===== src/rtl/sensor_frame_sequencer.sv =====
// sensor_frame_sequencer
// Reads sensor registers FIRST_ADDR..LAST_ADDR once per frame. Sends each frame as a
// valid/ready byte stream: a SYNC_BYTE header followed by one byte per register.
// A frame is started by a start pulse or by the internal period timer.
// Optional feature: define SEQ_CHECKSUM_EN to append a checksum byte to each frame.
// The checksum byte makes the 8-bit sum of the payload bytes plus the checksum equal 0.
module sensor_frame_sequencer #(
  parameter logic [7:0] FIRST_ADDR = 8'd1,
  parameter logic [7:0] LAST_ADDR  = 8'd25,
  parameter logic [7:0] SYNC_BYTE  = 8'hA5,
  parameter int         PERIOD     = 50000,
  parameter int         RD_WAIT    = 1
) (
  input  logic       clk,
  input  logic       rst,
  input  logic       start,
  input  logic       auto_en,
  output logic [7:0] reg_addr,
  input  logic [7:0] reg_data,
  output logic [7:0] tx_data,
  output logic       tx_valid,
  input  logic       tx_ready,
  output logic       busy,
  output logic       frame_done,
  output logic       overrun
);

  localparam int CNT_W  = (PERIOD > 2) ? $clog2(PERIOD) : 1;
  localparam int WAIT_W = (RD_WAIT > 1) ? $clog2(RD_WAIT) : 1;

  localparam logic [2:0] IDLE = 3'd0;
  localparam logic [2:0] SYNC = 3'd1;
  localparam logic [2:0] WAIT = 3'd2;
  localparam logic [2:0] SEND = 3'd3;
  localparam logic [2:0] DONE = 3'd4;
`ifdef SEQ_CHECKSUM_EN
  localparam logic [2:0] CSUM = 3'd5;
`endif

  logic [2:0]        state;
  logic [7:0]        addr;
  logic [WAIT_W-1:0] wait_cnt;
  logic [CNT_W-1:0]  period_cnt;
  logic              period_tick;
  logic              trigger;
  logic              wait_done;

  assign period_tick = auto_en && (period_cnt == CNT_W'(PERIOD - 1));
  assign trigger     = start | period_tick;
  assign wait_done   = (wait_cnt == WAIT_W'(RD_WAIT - 1));

  // Free-running frame period timer; it keeps running while a frame is in progress.
  // Clearing auto_en holds the timer at zero.
  always_ff @(posedge clk or posedge rst) begin
    if (rst) begin
      period_cnt <= '0;
    end else if (!auto_en) begin
      period_cnt <= '0;
    end else if (period_cnt == CNT_W'(PERIOD - 1)) begin
      period_cnt <= '0;
    end else begin
      period_cnt <= period_cnt + 1'b1;
    end
  end

`ifdef SEQ_CHECKSUM_EN
  logic [7:0] checksum;

  // Running 8-bit sum of the payload bytes. The SYNC header is not included.
  always_ff @(posedge clk or posedge rst) begin
    if (rst) begin
      checksum <= 8'd0;
    end else if (state == IDLE && trigger) begin
      checksum <= 8'd0;
    end else if (state == WAIT && wait_done) begin
      checksum <= checksum + reg_data;
    end
  end
`endif

  // Frame sequencer. Once tx_valid is raised, tx_data is only changed after the byte
  // has been accepted. A trigger that arrives outside IDLE is dropped and flagged.
  always_ff @(posedge clk or posedge rst) begin
    if (rst) begin
      state      <= IDLE;
      addr       <= 8'd0;
      wait_cnt   <= '0;
      reg_addr   <= 8'd0;
      tx_data    <= 8'd0;
      tx_valid   <= 1'b0;
      busy       <= 1'b0;
      frame_done <= 1'b0;
      overrun    <= 1'b0;
    end else begin
      frame_done <= 1'b0;
      overrun    <= trigger && (state != IDLE);
      case (state)
        IDLE: begin
          reg_addr <= 8'd0;
          if (trigger) begin
            busy     <= 1'b1;
            tx_data  <= SYNC_BYTE;
            tx_valid <= 1'b1;
            addr     <= FIRST_ADDR;
            state    <= SYNC;
          end
        end
        SYNC: begin
          if (tx_ready) begin
            tx_valid <= 1'b0;
            reg_addr <= addr;
            wait_cnt <= '0;
            state    <= WAIT;
          end
        end
        WAIT: begin
          if (wait_done) begin
            tx_data  <= reg_data;
            tx_valid <= 1'b1;
            state    <= SEND;
          end else begin
            wait_cnt <= wait_cnt + 1'b1;
          end
        end
        SEND: begin
          if (tx_ready) begin
            if (addr == LAST_ADDR) begin
`ifdef SEQ_CHECKSUM_EN
              // The running sum already includes the byte that was just accepted.
              tx_data  <= 8'd0 - checksum;
              tx_valid <= 1'b1;
              state    <= CSUM;
`else
              tx_valid <= 1'b0;
              state    <= DONE;
`endif
            end else begin
              addr     <= addr + 8'd1;
              reg_addr <= addr + 8'd1;
              tx_valid <= 1'b0;
              wait_cnt <= '0;
              state    <= WAIT;
            end
          end
        end
`ifdef SEQ_CHECKSUM_EN
        CSUM: begin
          if (tx_ready) begin
            tx_valid <= 1'b0;
            state    <= DONE;
          end
        end
`endif
        DONE: begin
          frame_done <= 1'b1;
          busy       <= 1'b0;
          reg_addr   <= 8'd0;
          tx_valid   <= 1'b0;
          state      <= IDLE;
        end
        default: begin
          state    <= IDLE;
          busy     <= 1'b0;
          tx_valid <= 1'b0;
          reg_addr <= 8'd0;
        end
      endcase
    end
  end

endmodule


===== config.mk =====
export PLATFORM = sky130hd
export DESIGN_NAME = sensor_frame_sequencer
export DESIGN_NICKNAME = d
export VERILOG_FILES = /design/src/rtl/sensor_frame_sequencer.sv
export SDC_FILE = /design/constraint.sdc
export NUM_CORES = 1
export LEC_CHECK = 0
export ABC_AREA = 1
export BUFFER_PORTS_ARGS = -buffer_cell sky130_fd_sc_hd__buf_2
export CAP_MARGIN = 10
export CORE_ASPECT_RATIO = 0.5
export CORE_UTILIZATION = 57
export DETAILED_ROUTE_END_ITERATION = 10
export PLACE_DENSITY = 0.85
export SLEW_MARGIN = 20
export SYNTH_ARGS = -nofsm -noshare
export SYNTH_HDL_FRONTEND = slang
export SYNTH_SLANG_ARGS = --single-unit

===== constraint.sdc =====
create_clock -name clk -period 1.8 [get_ports clk]
set_input_delay 0.36 -clock clk [delete_from_list [all_inputs] [get_ports clk]]
set_output_delay 0.36 -clock clk [all_outputs]
set_load 0.02 [all_outputs]

* After elaboration in Yosys (flattened, before gate mapping)
Cells that the tools add are included.
** Word-level totals
- Word-level logic and storage cells :: 71
- Bits in registers :: 48
- Output and inout port bits :: 20
- Input port bits :: 13
** Cells by class
- Add/subtract/negate cells :: 3
- Reductions and logical operators :: 16
- Multiplexer cells :: 27
- Eq/ne operators :: 12
- Bitwise logic cells :: 3
** Operator list (count)
- $mux 8 :: 6
- $mux 16 :: 2
- $pmux 8 s2 :: 2
- $pmux 8 s3 :: 1
- $add 16x1->16 const B :: 1
- $eq 16x16->1 const B :: 1
- $reduce_and 4->1 :: 4
- $mux 3 :: 5
- $pmux 3 s4 :: 1
- $ne 2x2->1 const B :: 5
- $add 8x1->8 const B :: 1
- $eq 8x5->1 const B :: 1
- $mux 1 :: 7
- $eq 3x2->1 const B :: 2
- $pmux 1 s3 :: 2
- $reduce_and 3->1 :: 2
- $reduce_bool 3->1 :: 2
- $reduce_bool 2->1 :: 2
- $eq 3x1->1 const B :: 1
- $eq 3x3->1 const B :: 1
- $logic_not 3->1 :: 1
- $reduce_or 3->1 :: 1
- $logic_and 1x1->1 :: 2
- $ne 2x1->1 const B :: 1
- other kinds (6) :: 7

* Depth between registers and ports, before layout
- Word-level depth :: 5
- Depth in mapped cells :: 10
- Mapped depth without buffers :: 10

* Worst setup path after synthesis
No wires, ideal clock.
- Kind :: register to register
- Start :: reg period_cnt[0]
- End :: reg addr[0]
- Cell stages (with the launch flop) :: 10
- Arrival time :: 1.248 ns
- Path slack :: 0.434 ns
- Cell sequence :: dfrtp_1 > ha_1 > nand3_1 > nor2_1 > nand3_1 > nand2_1 > nand2_2 > nand2_4 > nand2_1 > nand2_1
** On the way
- Word-level cells in the longest chain between the ends :: 5
** Ends and longest elaborated chain
- start, declared :: RTL line 43 : logic [CNT_W-1:0] period_cnt;
- start signal, assigned :: RTL line 62 : period_cnt <= period_cnt + 1'b1;
- $eq 16x16->1 :: RTL line 48 : assign period_tick = auto_en && (period_cnt == CNT_W'(PERIOD - 1));
- $logic_and 1x1->1 :: RTL line 48
- $or 1x1->1 :: RTL line 49 : assign trigger = start | period_tick;
- $ne 2x2->1 (no source line)
- $reduce_and 4->1 (no source line)
- end signal, assigned :: RTL line 138 : addr <= addr + 8'd1;
- end, declared :: RTL line 41 : logic [7:0] addr;
No other way between the ends.
A chain may end at the register's enable or synchronous reset.

* Worst setup path in the final report
- Start :: reg period_cnt[0]
- End :: reg tx_data[1]
** On the way
- Word-level cells in the longest chain between the ends :: 5
** Ends and longest elaborated chain
- $eq 16x16->1 :: RTL line 48
- $logic_and 1x1->1 :: RTL line 48
- $or 1x1->1 :: RTL line 49
- $ne 2x2->1 (no source line)
- $reduce_and 3->1 (no source line)
- end signal, assigned :: RTL line 118 : tx_data <= reg_data;
- end, declared :: RTL line 20 : output logic [7:0] tx_data,
No other way between the ends.

==> out/results.tsv <==
metric	value	unit
fin_skew	0.00676	ns
drc	0	
crit_path_max_fanout	10	
start_util	0.605	
yosysTopAreaCell	dfrtp_1	
core-area	3980	sq um
tightest_slew	0.588	ns
powerDensity	1160	nW/um^2
clock-root-buffer	clkbuf_8	
gp_congestion	0.861	
synth_area	2410	sq um
port_buffers	32	
cts_inserted_buffers	5	
power.leakage	0.00145	uW
async_flop_share	1.00	
critPathCaptureType	register	
relSlewSlack	0.608	
first_iter_violations	91	
ios	33	
cp_num_buf_inv	0	
cts_resized	0	
yosys_warnings	0	
antenna_cells	0	
synth-seq-area-share	0.488	
start_kind	register	
fin_hold_ws	0.212	ns
ys_ff_latch	47	
avgSynthCellArea	7.65	sq um
yosys-top-cells-count	nand2_1, dfrtp_1, inv_1	
fillers	326	
syn_nets	331	
maxSlewViolCount	0	
critPathArrivalTime	1.84	ns
dieHeight	48.0	microns
cts_tree	done	
via_count	2104	
grt_max_degree	48	
synthCells	315	
synthFlopType	dfrtp_1	
antenna_found_initial	0	
setup_viol	0	
pre_cts_slack	0.172	ns
insertion_delay	0.29	ns
clock_path_buffers	2	
cp_data_required_time	1.99	ns
synth_edf_count	0	
die_w	93.9	microns
cap_violations	0	
ant_nets	0	
cts.clk_slew.worst_paths	0.09	ns
run_status	finished, final reports clean	
ctsHoldBuffers	0	
viasPerCell	5.16	
synthDistinctLibCells	29	
critPathMaxStageDelay	0.38	ns
crit_type	register to register	
syn2layout_area_growth	12.9	%
seqCellArea	1180	sq um
totalWireLength	4.98	mm
setup_tns	0	ns
first_pass_iters	4	
crit_chain	ha_1, nand3_1, nor2_1, nand3_1, nand3_2, nand2_2, nand2_1, nand2_1	
grt_overflow	0	
track_usage	0.231	
period_needed	1.65	ns
finalCritPeriodShare	0.915	
fmax	607	MHz
die_area	4510	sq um
grt_pass1_vias	1788	
crit_slowest_cell	dfrtp_1	
dp_hpwl	3.73	mm
yosysTopAreaCellShare	0.488	
hold_viol	0	
synthTopCellsByArea	dfrtp_1, nand2_1, nand3_1	
clock_sinks	47	
cpLargestDelayFamily	simple AND/OR/NAND/NOR gates	
finalPower	3150	uW
wl_per_cell	12.2	microns
rows	16	
instances_no_fill	408	
hold_path.class	input port to asynchronous set/reset pin	
ir_drop	0.000532	V
multi_input_area	1060	sq um
rsz0062_at_grt	false	
dp.cells	400	
cts_setup_buffers	0	
nets	369	
htree_levels	2	
setup_slack	0.154	ns
grt_pass1_wl	7.81	mm
synth.most_common_cell	nand2_1	
drive_gt1_frac	0.155	
## cell families (layout without fill, tap and decap cells)
family	count (synthesis)	after routing	share of synthesized area
AND/OR/NAND/NOR	196	196	0.360
flip-flops	47	47	0.488
buffers and inverters	42	81	0.0701
AO/OA/AOI/OAI	23	23	0.0514
XOR/XNOR	4	4	0.0145
adder cells (fa/ha/maj)	3	3	0.0156
## registers in the layout (all words and copies together), names as in the netlist, 3 cells and up
signal,cells
period_cnt,16
addr,8
reg_addr,8
tx_data,8
state,3
## layout make-up
| class | count | area share |
|---|---|---|
| flip-flops and latches | 47 | 0.433 |
| multi-input cells | 226 | 0.391 |
| repair buffers | 34 | 0.0644 |
| inverters | 39 | 0.0557 |
| clock buffers | 6 | 0.0267 |
| well taps | 54 | 0.0249 |
| clock inverters | 2 | 0.00460 |
## path summary, 6_finish.rpt
| check | startpoint | end | slack, ns | cells after the start |
|---|---|---|---|---|
| min in group clk | reg_data[3] | tx_data[3] | 0.27 | 3 |
| max in group asynchronous | rst | tx_data[3] | 1.19 | 3 |
| setup / recovery | period_cnt[0] | tx_data[1] | 0.15 | 8 |
| hold / removal | rst | reg_addr[7] | 0.21 | 3 |
| hold reg to reg | tx_valid | tx_valid | 0.47 | 2 |
| setup reg to reg | period_cnt[0] | tx_data[1] | 0.15 | 8 |
## through the flow
stage,instance area [sq um],util
6_report,2720,0.682
4_1_cts,2720,0.682
3_5_place_dp,2630,0.661
3_3_place_gp,2630,0.661
5_1_grt,2720,0.682
2_1_floorplan,2410,-
## placed cells by master (no fill, tap or decap), drive strengths merged, types with 2 or more instances in the layout
master    n
buf      34
nor2     38
nand3    32
nand2   106
nand4     3
o21ai    10
inv      38
or2       4
clkinv    2
nor3      9
xor2      4
ha        3
dfrtp    47
a21oi     9
clkbuf    6
## power breakdown
group	internal, uW	switching [uW]	leakage (uW)
clock network	272	341	0.0000412
registers	1230	157	0.000620
logic	372	775	0.000794
total	1880	1270	0.00145
## tightest hold or removal path, stage by stage
cell and delay, ns:
buf_2 0.10, inv_2 0.04, buf_4 0.48
## routing by layer
layer / share of wire / routed length [microns] / global-route usage
met1: 0.48 / 2370 / 0.305
met2: 0.49 / 2420 / 0.406
met3: 0.032 / 160 / 0.0492
met4: 0.0062 / 31 / 0.0523
met5: 0 / 0 / 0
(Power assumes the default switching activity.)
